$ cat src/rtl/pc_seq_pkg.sv
// pc_seq_pkg: shared states, next-PC source ranks and default vectors for pc_sequencer.
package pc_seq_pkg;
  typedef enum logic [1:0] {IDLE, RUN, WAIT_MEM, HALTED} pc_state_t;
  // Encoded value doubles as priority rank: larger value wins.
  typedef enum logic [1:0] {SRC_SEQ, SRC_JMP, SRC_BR, SRC_TRAP} pc_src_t;
  localparam int DEF_PC_LEN = 32;
  localparam logic [31:0] DEF_RESET_VEC = 32'h0000_0000;
  localparam logic [31:0] DEF_TRAP_VEC = 32'h0000_0100;
endpackage

$ cat src/rtl/pc_incr.sv
// pc_incr: PC incrementer, adds 4 modulo 2^W.
module pc_incr #(
  parameter int W = 32
) (
  input  logic [W-1:0] a,
  output logic [W-1:0] y
);
  assign y = a + W'(4);
endmodule

$ cat src/rtl/pc_next_sel.sv
// pc_next_sel: fixed-priority next-PC mux (trap > branch > jump > sequential) with word alignment.
module pc_next_sel
  import pc_seq_pkg::*;
#(
  parameter int PC_LEN = DEF_PC_LEN
) (
  input  logic              trap_valid,
  input  logic [PC_LEN-1:0] trap_target,
  input  logic              br_valid,
  input  logic [PC_LEN-1:0] br_target,
  input  logic              jmp_valid,
  input  logic [PC_LEN-1:0] jmp_target,
  input  logic [PC_LEN-1:0] seq_target,
  output logic [PC_LEN-1:0] target,
  output pc_src_t           src
);
  logic [PC_LEN-1:0] raw;
  assign src = trap_valid ? SRC_TRAP : br_valid ? SRC_BR : jmp_valid ? SRC_JMP : SRC_SEQ;
  assign raw = trap_valid ? trap_target : br_valid ? br_target : jmp_valid ? jmp_target : seq_target;
  assign target = {raw[PC_LEN-1:2], 2'b00};
endmodule

$ cat src/rtl/pc_sequencer.sv
// pc_sequencer: architectural PC owner driving the fetch handshake with redirect, stall and halt.
// Define PC_SEQ_TRAP_EN to add the trap_req input and epc output.
module pc_sequencer
  import pc_seq_pkg::*;
#(
  parameter int                PC_LEN    = DEF_PC_LEN,
  parameter logic [PC_LEN-1:0] RESET_VEC = PC_LEN'(DEF_RESET_VEC),
  parameter logic [PC_LEN-1:0] TRAP_VEC  = PC_LEN'(DEF_TRAP_VEC)
) (
  input  logic              clk,
  input  logic              rst,
  input  logic              start,
  input  logic              halt_req,
  input  logic              stall,
  input  logic              jmp_valid,
  input  logic [PC_LEN-1:0] jmp_target,
  input  logic              br_taken,
  input  logic [PC_LEN-1:0] br_target,
`ifdef PC_SEQ_TRAP_EN
  input  logic              trap_req,
  output logic [PC_LEN-1:0] epc,
`endif
  output logic              imem_req,
  output logic [PC_LEN-1:0] imem_addr,
  input  logic              imem_ready,
  output logic [PC_LEN-1:0] pc_out,
  output logic [PC_LEN-1:0] pc_plus4,
  output logic              redirect,
  output logic              halted
);
  pc_state_t state, state_d;
  pc_src_t in_src, pend_src, pend_src_d, eff_src;
  logic [PC_LEN-1:0] pc, pc_d, in_tgt, pend_tgt, pend_tgt_d, eff_tgt;
  logic halt_pend, halt_pend_d, redirect_d, trap_valid, in_wins;

`ifdef PC_SEQ_TRAP_EN
  assign trap_valid = trap_req;
  always_ff @(posedge clk or posedge rst)
    if (rst) epc <= '0;
    else if (in_src == SRC_TRAP && (state == RUN || state == WAIT_MEM)) epc <= pc;
`else
  assign trap_valid = 1'b0;
`endif

  pc_incr #(.W(PC_LEN)) u_incr (.a(pc), .y(pc_plus4));

  pc_next_sel #(.PC_LEN(PC_LEN)) u_sel (
    .trap_valid (trap_valid),
    .trap_target(TRAP_VEC),
    .br_valid   (br_taken),
    .br_target  (br_target),
    .jmp_valid  (jmp_valid),
    .jmp_target (jmp_target),
    .seq_target (pc_plus4),
    .target     (in_tgt),
    .src        (in_src)
  );

  // A parked redirect is only displaced by a strictly higher-ranked newcomer.
  assign in_wins = in_src > pend_src;
  assign eff_src = in_wins ? in_src : pend_src;
  assign eff_tgt = in_wins ? in_tgt : pend_tgt;

  assign imem_req = (state == RUN && !stall) || state == WAIT_MEM;
  assign imem_addr = pc;
  assign pc_out = pc;
  assign halted = state == HALTED;

  always_comb begin
    state_d = state;
    pc_d = pc;
    pend_src_d = pend_src;
    pend_tgt_d = pend_tgt;
    halt_pend_d = halt_pend;
    redirect_d = 1'b0;
    case (state)
      IDLE: state_d = halt_req ? HALTED : start ? RUN : IDLE;
      RUN: begin
        redirect_d = in_src != SRC_SEQ;
        pc_d = redirect_d ? in_tgt : (!stall && imem_ready) ? pc_plus4 : pc;
        state_d = halt_req ? HALTED : (!redirect_d && !stall && !imem_ready) ? WAIT_MEM : RUN;
      end
      WAIT_MEM: begin
        redirect_d = imem_ready && eff_src != SRC_SEQ;
        pc_d = !imem_ready ? pc : redirect_d ? eff_tgt : pc_plus4;
        pend_src_d = imem_ready ? SRC_SEQ : eff_src;
        pend_tgt_d = eff_tgt;
        halt_pend_d = !imem_ready && (halt_pend || halt_req);
        state_d = !imem_ready ? WAIT_MEM : (halt_pend || halt_req) ? HALTED : RUN;
      end
      HALTED: state_d = start ? RUN : HALTED;
      default: state_d = IDLE;
    endcase
  end

  always_ff @(posedge clk or posedge rst)
    if (rst) begin
      state <= IDLE;
      pc <= RESET_VEC;
      pend_src <= SRC_SEQ;
      pend_tgt <= '0;
      halt_pend <= 1'b0;
      redirect <= 1'b0;
    end else begin
      state <= state_d;
      pc <= pc_d;
      pend_src <= pend_src_d;
      pend_tgt <= pend_tgt_d;
      halt_pend <= halt_pend_d;
      redirect <= redirect_d;
    end
endmodule

$ cat config.mk
export PLATFORM = sky130hd
export DESIGN_NAME = pc_sequencer
export DESIGN_NICKNAME = d
export VERILOG_FILES = /design/src/rtl/pc_seq_pkg.sv /design/src/rtl/pc_incr.sv /design/src/rtl/pc_next_sel.sv /design/src/rtl/pc_sequencer.sv
export SDC_FILE = /design/constraint.sdc
export NUM_CORES = 1
export LEC_CHECK = 0
export ABC_AREA = 1
export CAP_MARGIN = 10
export CORE_MARGIN = 5
export CORE_UTILIZATION = 35
export DETAILED_ROUTE_END_ITERATION = 8
export PLACE_DENSITY = 0.59
export SLEW_MARGIN = 10
export SYNTH_ARGS = -nofsm -noshare
export SYNTH_HDL_FRONTEND = slang
export SYNTH_SLANG_ARGS = --single-unit
$ cat constraint.sdc
create_clock -name clk -period 2.65 [get_ports clk]
set_clock_uncertainty 0.15 [all_clocks]
set_input_delay 0.53 -clock clk [delete_from_list [all_inputs] [get_ports clk]]
set_output_delay 0.53 -clock clk [all_outputs]
set_load 0.01 [all_outputs]
==> metrics <==
Cell Pwr Density approximately 1200 mW/mm²; Max VDD drop about 0.00059 V; clk buf depth 2; CP Capture Point pc_plus4[21]; post-synth top area share a little under a third; Die Height around 140 µm; final critical-path share of the clock period 105%; fin worst setup slack -0.135 ns; switching power 4.82 mW; Clock Sinks 70; Detailed Routing Iterations Pass 1 5; initial core utilization approximately 36%; placer congestion estimate 0.845; Clock Power Share between 10% and 20%; vias in the first global route slightly below 6000; DIE WIDTH 138 µm; Post-Syn Nets roughly 1000; Max Cap Violations 0; crit-path max FO 4; Fin Setup TNS -1.01 ns; DR WL/cell ~14 µm; vias post-DR 6314; Setup CP Type flop to output port; Clock Root Buffer clkbuf_16; arrival time worst endpoint between 2 and 2.5 ns; crit path from imem_addr[3]; flops & latches, synth 70; reg2reg start imem_addr[3]; Layout Cells excl Fill 1362; final instance area about 0.0087 mm²; R2R Path End imem_addr[23]; fmax 0.359 GHz; Core Util, Final between 50% and 60%; initial drt markers 383; run status complete, but fails checks; CTS tree done; Worst Tran Pin Value around 0.78 ns; flop-to-flop setup slack about 0.14 ns; GRT Total Usage between 20% and 30%; initial antenna violation count 0; first-pass GRT wire length around 31000 µm; unrepaired setup endpoints after global routing true; failing checks negative setup slack; final net count 1222; total grt overflow 0; Die ar. ~0.019 mm²; Yosys top cell by area dfrtp_1; Total Routed Length about 20000 µm; Vias/cell between 4 and 5; Reg2Reg Depth 21; max-slew violations 0; post-placement cell count around 1300; core region area approximately 0.016 mm²; std cell rows 46; # DRC 0; power share of the combinational group roughly 70%; Critical Path RT 1.97 ns; area delta synth->final 52.8%; synthesized cell area about 0.0057 mm²; detailed placement HPWL between 10000 and 15000 µm; DP Worst Slack -0.299 ns; Antenna Cells 0; startpoint types flop; share of cells above drive strength 1 a little under a fifth; Reg clk slew, reported paths ~0.06 ns; Post-synth ARST share 100%; H-tree depth 3; Post-DP Area roughly 0.0079 mm²; Clock Latency Late Sink between 0.3 and 0.4 ns; Area contributors post-synth dfrtp_1 (31%), nand2_1 (20%), nor2_1 (9.5%), inv_1 (7.9%), buf_4 (4.9%); largest net degree at the start of global routing 61; IO Count between 150 and 200; final hold vios 0; internal power around 5.7 mW; sequential area share after synthesis a little under a third; ys flop type dfrtp_1; leak pwr about 4.3 nW; Reg power frac about a fifth; DRT antenna net count 0; Post-Synthesis Cells 916; CTS Buf Count 9; count of cell types in the netlist 36; EDFF count, synth 0; sw frac approximately 46%; # port buffers about 170; Tmin final around 2.8 ns; syn avg cell area 6.22 µm²; Final setup violation count 14; Slew headroom between 40% and 50%; Fillers approximately 1600; crit path capture type output port; hold crit path type input port to asynchronous set/reset pin; Synth warnings 0
## synth_stat cells (2+ instances only)
cell type  number
a21oi_1        51
a22o_1          7
a31oi_1         2
buf_1           2
buf_2           9
buf_4          37
clkbuf_1       17
dfrtp_1        70
ha_1            8
inv_1         120
inv_4           2
nand2_1       302
nand2_2         4
nand2_4         2
nand3_1        26
nand3_2         3
nand3b_1        7
nand4_1         3
nor2_1        145
nor2_2          7
nor2_4          6
o211ai_1        4
o21ai_0        42
o21ai_1         3
o22ai_1        15
xnor2_1         6
xor2_1          2
xor2_2          6
## worst min-delay path by stage
stage                     start     endpoint  slack [ns]  cells after the start
floorplan           pend_tgt[0]  pend_tgt[0]        0.29                      2
CTS                         rst  pend_src[0]        0.30                      2
detailed placement  pend_tgt[0]  pend_tgt[0]        0.31                      2
finish                      rst  pend_src[0]        0.30                      2
global route                rst  pend_src[0]        0.32                      2
global placement    pend_tgt[0]  pend_tgt[0]        0.30                      2
## per-layer routing
layer,track usage (%),vias up,part of all wire [%]
met3,2.67,18,6.1
met1,29.4,2879,47
met2,33.6,167,46
met4,5.93,0,1.5
li1,-,3250,-
met5,0,-,0
## power groups by stage
stage | combinational (mW) | clock, mW | sequential (mW)
floorplan | 3.69 | 0 | 2.14
global placement | 6.88 | 0 | 2.01
CTS | 6.95 | 1.15 | 2.00
finish | 7.38 | 1.13 | 2.03
global route | 8.22 | 1.19 | 2.09
detailed placement | 6.94 | 0 | 2.02
## cell families (layout without fill, tap and decap cells)
family	Yosys count	count (layout)	share of synthesized area, %
adders and majority gates	8	8	1.76
and+or+nand+nor	507	507	36.5
xor gates and xnor gates	15	15	3.23
buffers and inverters	187	417	15.0
DFF	70	70	30.7
AOI/OAI and AO/OA	129	129	12.8
## cells in the final DEF, fill, tap and decap left out, types with 6 or more instances in the layout
| cell | n |
|---|---|
| o21ai_0 | 39 |
| nand2_1 | 287 |
| clkbuf_16 | 9 |
| ha_1 | 7 |
| nand3b_1 | 7 |
| dfrtp_1 | 68 |
| a22o_1 | 7 |
| nor2_4 | 11 |
| nand2_4 | 6 |
| nand2_2 | 13 |
| buf_6 | 26 |
| nand3_1 | 25 |
| buf_4 | 94 |
| a21oi_1 | 51 |
| nor2_1 | 142 |
| o22ai_1 | 15 |
| clkdlybuf4s50_1 | 138 |
| clkbuf_2 | 6 |
| inv_1 | 116 |
## layout make-up
class | instances | area [µm²] | area share [%]
Clock buffer | 14 | 264 | 3.03
Clock inverter | 1 | 5.00 | 0.0575
Inverter | 122 | 467 | 5.36
Multi-Input combinational cell | 659 | 3360 | 38.6
Sequential cell | 70 | 1750 | 20.1
Tap cell | 216 | 270 | 3.10
Timing Repair Buffer | 280 | 2590 | 29.8
## registers in the layout, summed over array words and instances, names as in the netlist
signal and flops:
pend_tgt 32, redirect 1, imem_addr 32, state 2
pend_src 2, halt_pend 1
## through the flow
step	power (mW)	hold slack [ns]
finish	10.5	0.297
global route	11.5	0.320
CTS	10.1	0.300
detailed placement	8.95	0.307
global placement	8.89	0.302
floorplan	5.84	0.287
## critical path: stages (launching register included)
cell	delay (ns)
dfrtp_1	0.39
buf_4	0.13
buf_6	0.08
buf_6	0.10
nand2_4	0.05
nor2_4	0.16
buf_6	0.15
nand2_8	0.07
nor2_4	0.15
buf_6	0.13
nand3b_1	0.09
nand2_2	0.13
buf_6	0.12
## what timing repair did
| item | 4_1_cts | 5_1_grt |
|---|---|---|
| setup buffers | 10 | 21 |
| gates resized for setup | 60 | 111 |
| pin swaps | 9 | 18 |
| hold buffers | 0 | 0 |
| setup endpoints to repair | 25 | 46 |
Note: power is estimated with default switching activity, not from simulation.
